File: config.mk
export PLATFORM = sky130hd
export DESIGN_NAME = mem_stage_sram_ctrl_flat
export DESIGN_NICKNAME = d
export VERILOG_FILES = /design/src/rtl/mem_stage_sram_ctrl_if.sv /design/src/rtl/mem_stage_sram_ctrl.sv /design/src/flat_wrapper.sv
export SDC_FILE = /design/constraint.sdc
export NUM_CORES = 1
export LEC_CHECK = 0
export ABC_AREA = 1
export CAP_MARGIN = 20
export CORE_MARGIN = 2
export CORE_UTILIZATION = 45
export DETAILED_ROUTE_END_ITERATION = 7
export PLACE_DENSITY_LB_ADDON = 0.15
export SLEW_MARGIN = 5
export SYNTH_ARGS = -nofsm -noshare
export SYNTH_HDL_FRONTEND = slang
export SYNTH_SLANG_ARGS = --single-unit
File: constraint.sdc
create_clock -name clk -period 2.2 [get_ports clk]
set_clock_uncertainty 0.15 [all_clocks]
set_input_delay 0.33 -clock clk [delete_from_list [all_inputs] [get_ports clk]]
set_output_delay 0.33 -clock clk [all_outputs]
set_load 0.03 [all_outputs]
File: src/rtl/mem_stage_sram_ctrl_if.sv
// Bundles the MEM-stage request/response and the 16-bit asynchronous SRAM pins
// shared between the pipeline-side master and the SRAM controller.
interface mem_stage_sram_ctrl_if;
  logic        mem_read_en;
  logic        mem_write_en;
  logic [31:0] alu_res;
  logic [31:0] val_Rm;
  logic        ready;
  logic [31:0] read_data;
  logic [17:0] sram_addr;
  logic [15:0] sram_wdata;
  logic [15:0] sram_rdata;
  logic        sram_we_n;

  modport master (
    output mem_read_en,
    output mem_write_en,
    output alu_res,
    output val_Rm,
    input  ready,
    input  read_data,
    input  sram_addr,
    input  sram_wdata,
    input  sram_we_n,
    output sram_rdata
  );

  modport slave (
    input  mem_read_en,
    input  mem_write_en,
    input  alu_res,
    input  val_Rm,
    output ready,
    output read_data,
    output sram_addr,
    output sram_wdata,
    output sram_we_n,
    input  sram_rdata
  );
endinterface

File: src/rtl/mem_stage_sram_ctrl.sv
// Splits each 32-bit MEM-stage load/store into two 16-bit SRAM phases of
// WAIT_CYCLES clocks each, freezing the pipeline until the access completes.
module mem_stage_sram_ctrl #(
  parameter int BASE_ADDR   = 1024,
  parameter int WAIT_CYCLES = 2
) (
  input  logic                  clk,
  input  logic                  rst,
  mem_stage_sram_ctrl_if.slave  bus
);

  localparam logic [2:0] IDLE  = 3'd0;
  localparam logic [2:0] RD_LO = 3'd1;
  localparam logic [2:0] RD_HI = 3'd2;
  localparam logic [2:0] WR_LO = 3'd3;
  localparam logic [2:0] WR_HI = 3'd4;
  localparam logic [2:0] DONE  = 3'd5;

  logic [2:0]  r_state;
  logic [3:0]  r_cnt;
  logic [16:0] r_word;
  logic [31:0] r_wdata;
  logic [31:0] r_rdata;

  logic        w_req;
  logic        w_last;
  logic [31:0] w_diff;
  logic [16:0] w_word;
  logic        w_unused;
  logic [2:0]  w_next_phase;
  logic        w_ready;
  logic        w_we_n;
  logic [17:0] w_addr;
  logic [15:0] w_wdata;

  assign w_req    = bus.mem_read_en | bus.mem_write_en;
  assign w_last   = (r_cnt == 4'(WAIT_CYCLES - 1));
  // Byte offset from the data-memory base, reduced to a 17-bit word index.
  assign w_diff   = bus.alu_res - 32'(BASE_ADDR);
  assign w_word   = w_diff[18:2];
  assign w_unused = &{1'b0, w_diff[31:19], w_diff[1:0]};

  always_comb begin
    w_next_phase = IDLE;
    w_ready      = 1'b0;
    w_we_n       = 1'b1;
    w_addr       = 18'd0;
    w_wdata      = 16'd0;
    case (r_state)
      IDLE: begin
        w_ready = ~w_req;
      end
      RD_LO: begin
        w_next_phase = RD_HI;
        w_addr       = {r_word, 1'b0};
      end
      RD_HI: begin
        w_next_phase = DONE;
        w_addr       = {r_word, 1'b1};
      end
      WR_LO: begin
        w_next_phase = WR_HI;
        w_we_n       = 1'b0;
        w_addr       = {r_word, 1'b0};
        w_wdata      = r_wdata[15:0];
      end
      WR_HI: begin
        w_next_phase = DONE;
        w_we_n       = 1'b0;
        w_addr       = {r_word, 1'b1};
        w_wdata      = r_wdata[31:16];
      end
      DONE: begin
        w_ready = 1'b1;
      end
      default: begin
        w_ready = 1'b0;
      end
    endcase
  end

  // Enables are only sampled in IDLE; the completing instruction's still-high
  // enables during DONE must not start a second access.
  always_ff @(posedge clk) begin
    if (rst) begin
      r_state <= IDLE;
      r_cnt   <= 4'd0;
      r_word  <= 17'd0;
      r_wdata <= 32'd0;
      r_rdata <= 32'd0;
    end else begin
      case (r_state)
        IDLE: begin
          if (w_req) begin
            r_word  <= w_word;
            r_wdata <= bus.val_Rm;
            r_cnt   <= 4'd0;
            r_state <= bus.mem_write_en ? WR_LO : RD_LO;
          end
        end
        RD_LO, RD_HI, WR_LO, WR_HI: begin
          if (w_last) begin
            r_cnt   <= 4'd0;
            r_state <= w_next_phase;
            if (r_state == RD_LO) r_rdata[15:0]  <= bus.sram_rdata;
            if (r_state == RD_HI) r_rdata[31:16] <= bus.sram_rdata;
          end else begin
            r_cnt <= r_cnt + 4'd1;
          end
        end
        DONE: begin
          r_cnt   <= 4'd0;
          r_state <= IDLE;
        end
        default: begin
          r_cnt   <= 4'd0;
          r_state <= IDLE;
        end
      endcase
    end
  end

  assign bus.ready      = w_ready;
  assign bus.sram_we_n  = w_we_n;
  assign bus.sram_addr  = w_addr;
  assign bus.sram_wdata = w_wdata;
  assign bus.read_data  = r_rdata;

endmodule

File: src/flat_wrapper.sv
// flat-port wrapper written by rule: the top's interface ports become plain ports
module mem_stage_sram_ctrl_flat 
#(
  parameter int BASE_ADDR   = 1024,
  parameter int WAIT_CYCLES = 2
)
  (clk, rst, bus_mem_read_en, bus_mem_write_en, bus_alu_res, bus_val_Rm, bus_ready, bus_read_data, bus_sram_addr, bus_sram_wdata, bus_sram_we_n, bus_sram_rdata);
  mem_stage_sram_ctrl_if bus_i ();
  input  logic clk;
  input  logic rst;
  input wire logic [$bits(bus_i.mem_read_en)-1:0] bus_mem_read_en;
  input wire logic [$bits(bus_i.mem_write_en)-1:0] bus_mem_write_en;
  input wire logic [$bits(bus_i.alu_res)-1:0] bus_alu_res;
  input wire logic [$bits(bus_i.val_Rm)-1:0] bus_val_Rm;
  output wire logic [$bits(bus_i.ready)-1:0] bus_ready;
  output wire logic [$bits(bus_i.read_data)-1:0] bus_read_data;
  output wire logic [$bits(bus_i.sram_addr)-1:0] bus_sram_addr;
  output wire logic [$bits(bus_i.sram_wdata)-1:0] bus_sram_wdata;
  output wire logic [$bits(bus_i.sram_we_n)-1:0] bus_sram_we_n;
  input wire logic [$bits(bus_i.sram_rdata)-1:0] bus_sram_rdata;
  assign bus_i.mem_read_en = bus_mem_read_en;
  assign bus_i.mem_write_en = bus_mem_write_en;
  assign bus_i.alu_res = bus_alu_res;
  assign bus_i.val_Rm = bus_val_Rm;
  assign bus_ready = bus_i.ready;
  assign bus_read_data = bus_i.read_data;
  assign bus_sram_addr = bus_i.sram_addr;
  assign bus_sram_wdata = bus_i.sram_wdata;
  assign bus_sram_we_n = bus_i.sram_we_n;
  assign bus_i.sram_rdata = bus_sram_rdata;
  mem_stage_sram_ctrl #(.BASE_ADDR(BASE_ADDR), .WAIT_CYCLES(WAIT_CYCLES)) u_core (.clk(clk), .rst(rst), .bus(bus_i));
endmodule
==> run_results.csv <==
group,metric,value,unit
clocking,h-tree-depth,3,
detailed_routing,vias,3677,
worst_setup_path,crit_slowest_cell,"dfxtp_2",
clocking,clockBufferDepth,2,
finish,drive_gt1_share,14.5,%
global_routing,grt_usage,21.3,%
sta,rsz0062_at_grt,"no",
sta,period_share,94.4,%
synth,avgSynthCellArea,7.48,sq um
pwr,leakage,2.25,nW
synth,synth_fp_nets,590,
finish,antenna_cells,0,
clocking,cts_tree,"built",
global_routing,grt_pass1_wl,15200,um
placement,place_inst,732,
synth,synthSimpleGateAreaFrac,18.1,%
sta,hold_viol_final,0,
sta,slew_headroom,76.3,%
worst_setup_path,crit_chain,"buf_4, nand3_1, buf_4, o22ai_1, buf_4",
worst_setup_path,crit_required,1.72,ns
worst_setup_path,path_class,"reg2out",
global_routing,overflow,0,
sta,fin_tns_setup,0,ns
finish,stdcell_count,748,
clocking,clk_pin_slew,0.09,ns
global_routing,grt_start_max_net_pins,58,
sta,tightest_slew,0.354,ns
sta,finalSetupViolCount,0,
pwr,p_sw_share,40.6,%
detailed_routing,ant_nets,0,
finish,syn_to_final_growth,40.5,%
placement,hpwl,6930,um
finish,nNetsFinal,725,
clocking,insertion_delay,0.35,ns
synth,ys_warn_count,0,
run_status,outcome,"finished clean",
die,die_y,95.4,um
min_path,min_path_type,"reg2reg",
pwr,power.internal,0.00350,W
detailed_routing,viasPerCell,4.92,
placement,place.port_buffers,136,
pwr,p_comb_share,42.9,%
synth,synth_compound_area_share,21.3,%
global_routing,grt_pass1_vias,3334,
synth,synthMuxAreaShare,0,%
die,die-area,9110,sq um
die,io_pins,152,
worst_setup_path,arrival,1.60,ns
synth,ys_seq_area_share,46.8,%
worst_setup_path,cp_common_cell,"buf_4",
placement,gp_congestion,0.856,
detailed_routing,wl_per_cell,13.2,um
clocking,cts_buffers,9,
sta,maxSlewViolCount,0,
detailed_routing,drc,0,
worst_setup_path,cp-start-kind,"flip-flop",
synth,synth_fa_ha_area_share,0.998,%
clocking,root_buffer,"clkbuf_8",
worst_setup_path,critical-path-max-stage-delay,0.40,ns
worst_setup_path,worst-path-max-fanout,16,
synth,ys_types,27,
finish,post-route-util,64.7,%
synth,synth_xor_xnor_area_share,0.233,%
die,rows,33,
worst_setup_path,crit_path_end_kind,"output port",
die,die_w,95.4,um
clocking,cts_hold_buf,0,
synth,mappedNetlistArea,3760,sq um
pwr,power_switching,0.00239,W
global_routing,antenna_found_initial,0,
detailed_routing,drtPass1Iterations,4,
pwr,ir_worst_vdd,556,uV
detailed_routing,drtIter0Drc,126,
pwr,power.clock.fraction,18.9,%
pwr,seqPwrFrac,38.2,%
worst_setup_path,path_buf_inv,3,
clocking,clock-sinks,88,
detailed_routing,drt-total-wl,9840,um
die,core_area,8180,sq um
job,drv_cap,0,
synth,synth_top_family_by_area,"compound AO/OA/AOI/OAI gates",
synth,synth_cells,503,
worst_setup_path,r2r_slack,0.50,ns
sta,final.min_clock_period,2.08,ns
worst_setup_path,crit_family,"buffers and inverters",
synth,synth_seq_cells,88,
clocking,postCtsSetupBuffers,0,
die,start_util,46.0,%
pwr,power_density,1110,nW/um^2
sta,fmax,0.481,GHz
path summary, 6_finish.rpt:
check | end | cells past startpoint | from
min | u_core.r_wdata[31] | 2 | u_core.r_wdata[31]
max | bus_sram_wdata[6] | 5 | u_core.r_state[0]
max reg2reg | u_core.bus.read_data[7] | 6 | u_core.r_cnt[0]
min reg2reg | u_core.r_wdata[31] | 2 | u_core.r_wdata[31]
sequential cells by signal, indices dropped and copies added, names as in the netlist:
| name | flops |
|---|---|
| u_core.bus.read_data | 32 |
| u_core.r_cnt | 4 |
| u_core.r_state | 3 |
| u_core.r_wdata | 32 |
| u_core.r_word | 17 |
power groups by stage:
stage	combinational, W	clock, W	sequential [W]
after floorplan	0.00164	0	0.00240
after global placement	0.00256	0	0.00226
after detailed placement	0.00262	0	0.00227
after CTS	0.00257	0.00114	0.00224
after global routing	0.00278	0.00121	0.00229
final	0.00252	0.00111	0.00225
worst register-to-register path: stages, from the launching register on:
cell and delay [ns]:
dfxtp_1 0.44, ha_1 0.20, nand3_2 0.17, nor2_4 0.26, inv_2 0.17, nor2_1 0.15
nor2_1 0.06
cell families (layout without fill, tap and decap cells):
| family | after synthesis | count (layout) |
|---|---|---|
| buffers and inverters | 101 | 241 |
| AO/OA/AOI/OAI | 155 | 155 |
| AND/OR/NAND/NOR | 155 | 155 |
| adder cells (fa/ha/maj) | 3 | 3 |
| flip-flops | 88 | 88 |
| XOR/XNOR | 1 | 1 |
Yosys cell counts:
cell type	instances	area share [%]
a21oi_1	55	7.3
buf_2	5	0.67
buf_4	4	0.80
buf_6	9	2.7
clkbuf_1	11	1.1
clkinv_2	1	0.13
dfxtp_1	88	47
ha_1	3	1.0
inv_1	66	6.6
inv_2	4	0.40
inv_4	1	0.17
nand2_1	27	2.7
nand2_2	2	0.33
nand3_1	11	1.5
nand3_2	3	0.80
nand3b_1	1	0.20
nand4_1	2	0.33
nor2_1	97	9.7
nor2_2	8	1.3
nor2_4	2	0.60
nor2_8	1	0.53
o211ai_1	1	0.20
o21ai_0	82	11
o22ai_1	16	2.7
o31ai_1	1	0.20
or2_2	1	0.17
xnor2_1	1	0.23
through the flow:
stage / worst slack (ns) / power [W] / hold slack [ns] / instance area, sq um
after floorplan: 0.297 / 0.00405 / 0.270 / 3760
after detailed placement: 0.0387 / 0.00489 / 0.293 / 5160
after global placement: 0.101 / 0.00481 / 0.286 / 5160
after global routing: 0.00363 / 0.00628 / 0.325 / 5290
after CTS: 0.000479 / 0.00595 / 0.307 / 5350
final: 0.123 / 0.00588 / 0.304 / 5290
cell type report:
type / instances / area [sq um]
Timing Repair Buffer: 153 / 1390
Fill cell: 740 / 2890
Clock inverter: 6 / 67.6
Clock buffer: 10 / 128
Multi-Input combinational cell: 314 / 1530
Inverter: 72 / 277
Sequential cell: 88 / 1770
Tap cell: 105 / 131
cell usage in the layout (no fill, tap or decap):
cell type        netlist  routed
clkdlybuf4s50_1        0     100
nor2_1                97      97
dfxtp_1               88      86
o21ai_0               82      82
inv_1                 66      65
a21oi_1               55      55
buf_4                  4      33
nand2_1               27      27
o22ai_1               16      16
clkbuf_2               0      16
nand3_1               11      11
clkbuf_8               0       9
nor2_2                 8       8
inv_2                  4       4
nand3_2                3       3
ha_1                   3       3
nand2_2                2       2
inv_4                  1       2
clkinv_2               1       2
nand4_1                2       2
nor2_4                 2       2
clkinvlp_4             0       2
buf_12                 0       2
nor2_8                 1       1
o31ai_1                1       1
nand3b_1               1       1
xnor2_1                1       1
or2_2                  1       1
o211ai_1               1       1
bufinv_16              0       1
inv_6                  0       1
clkinv_4               0       1
clkbuf_1              11       1
clkdlybuf4s15_2        0       1
dlygate4sd2_1          0       1
dfxtp_2                0       1
dfxtp_4                0       1
repair_timing:
item,4_1_cts,5_1_grt
gates resized for setup,24,32
setup endpoints to repair,31,33
pin swaps,0,0
metal layers:
| metal | global-route usage (%) | part of all wire (%) |
|---|---|---|
| met2 | 36.2 | 48 |
| met5 | 0 | 0 |
| met3 | 6.09 | 7.3 |
| met4 | 8.10 | 0.97 |
| met1 | 25.6 | 44 |
No activity file was read; power rests on OpenSTA's default activity.
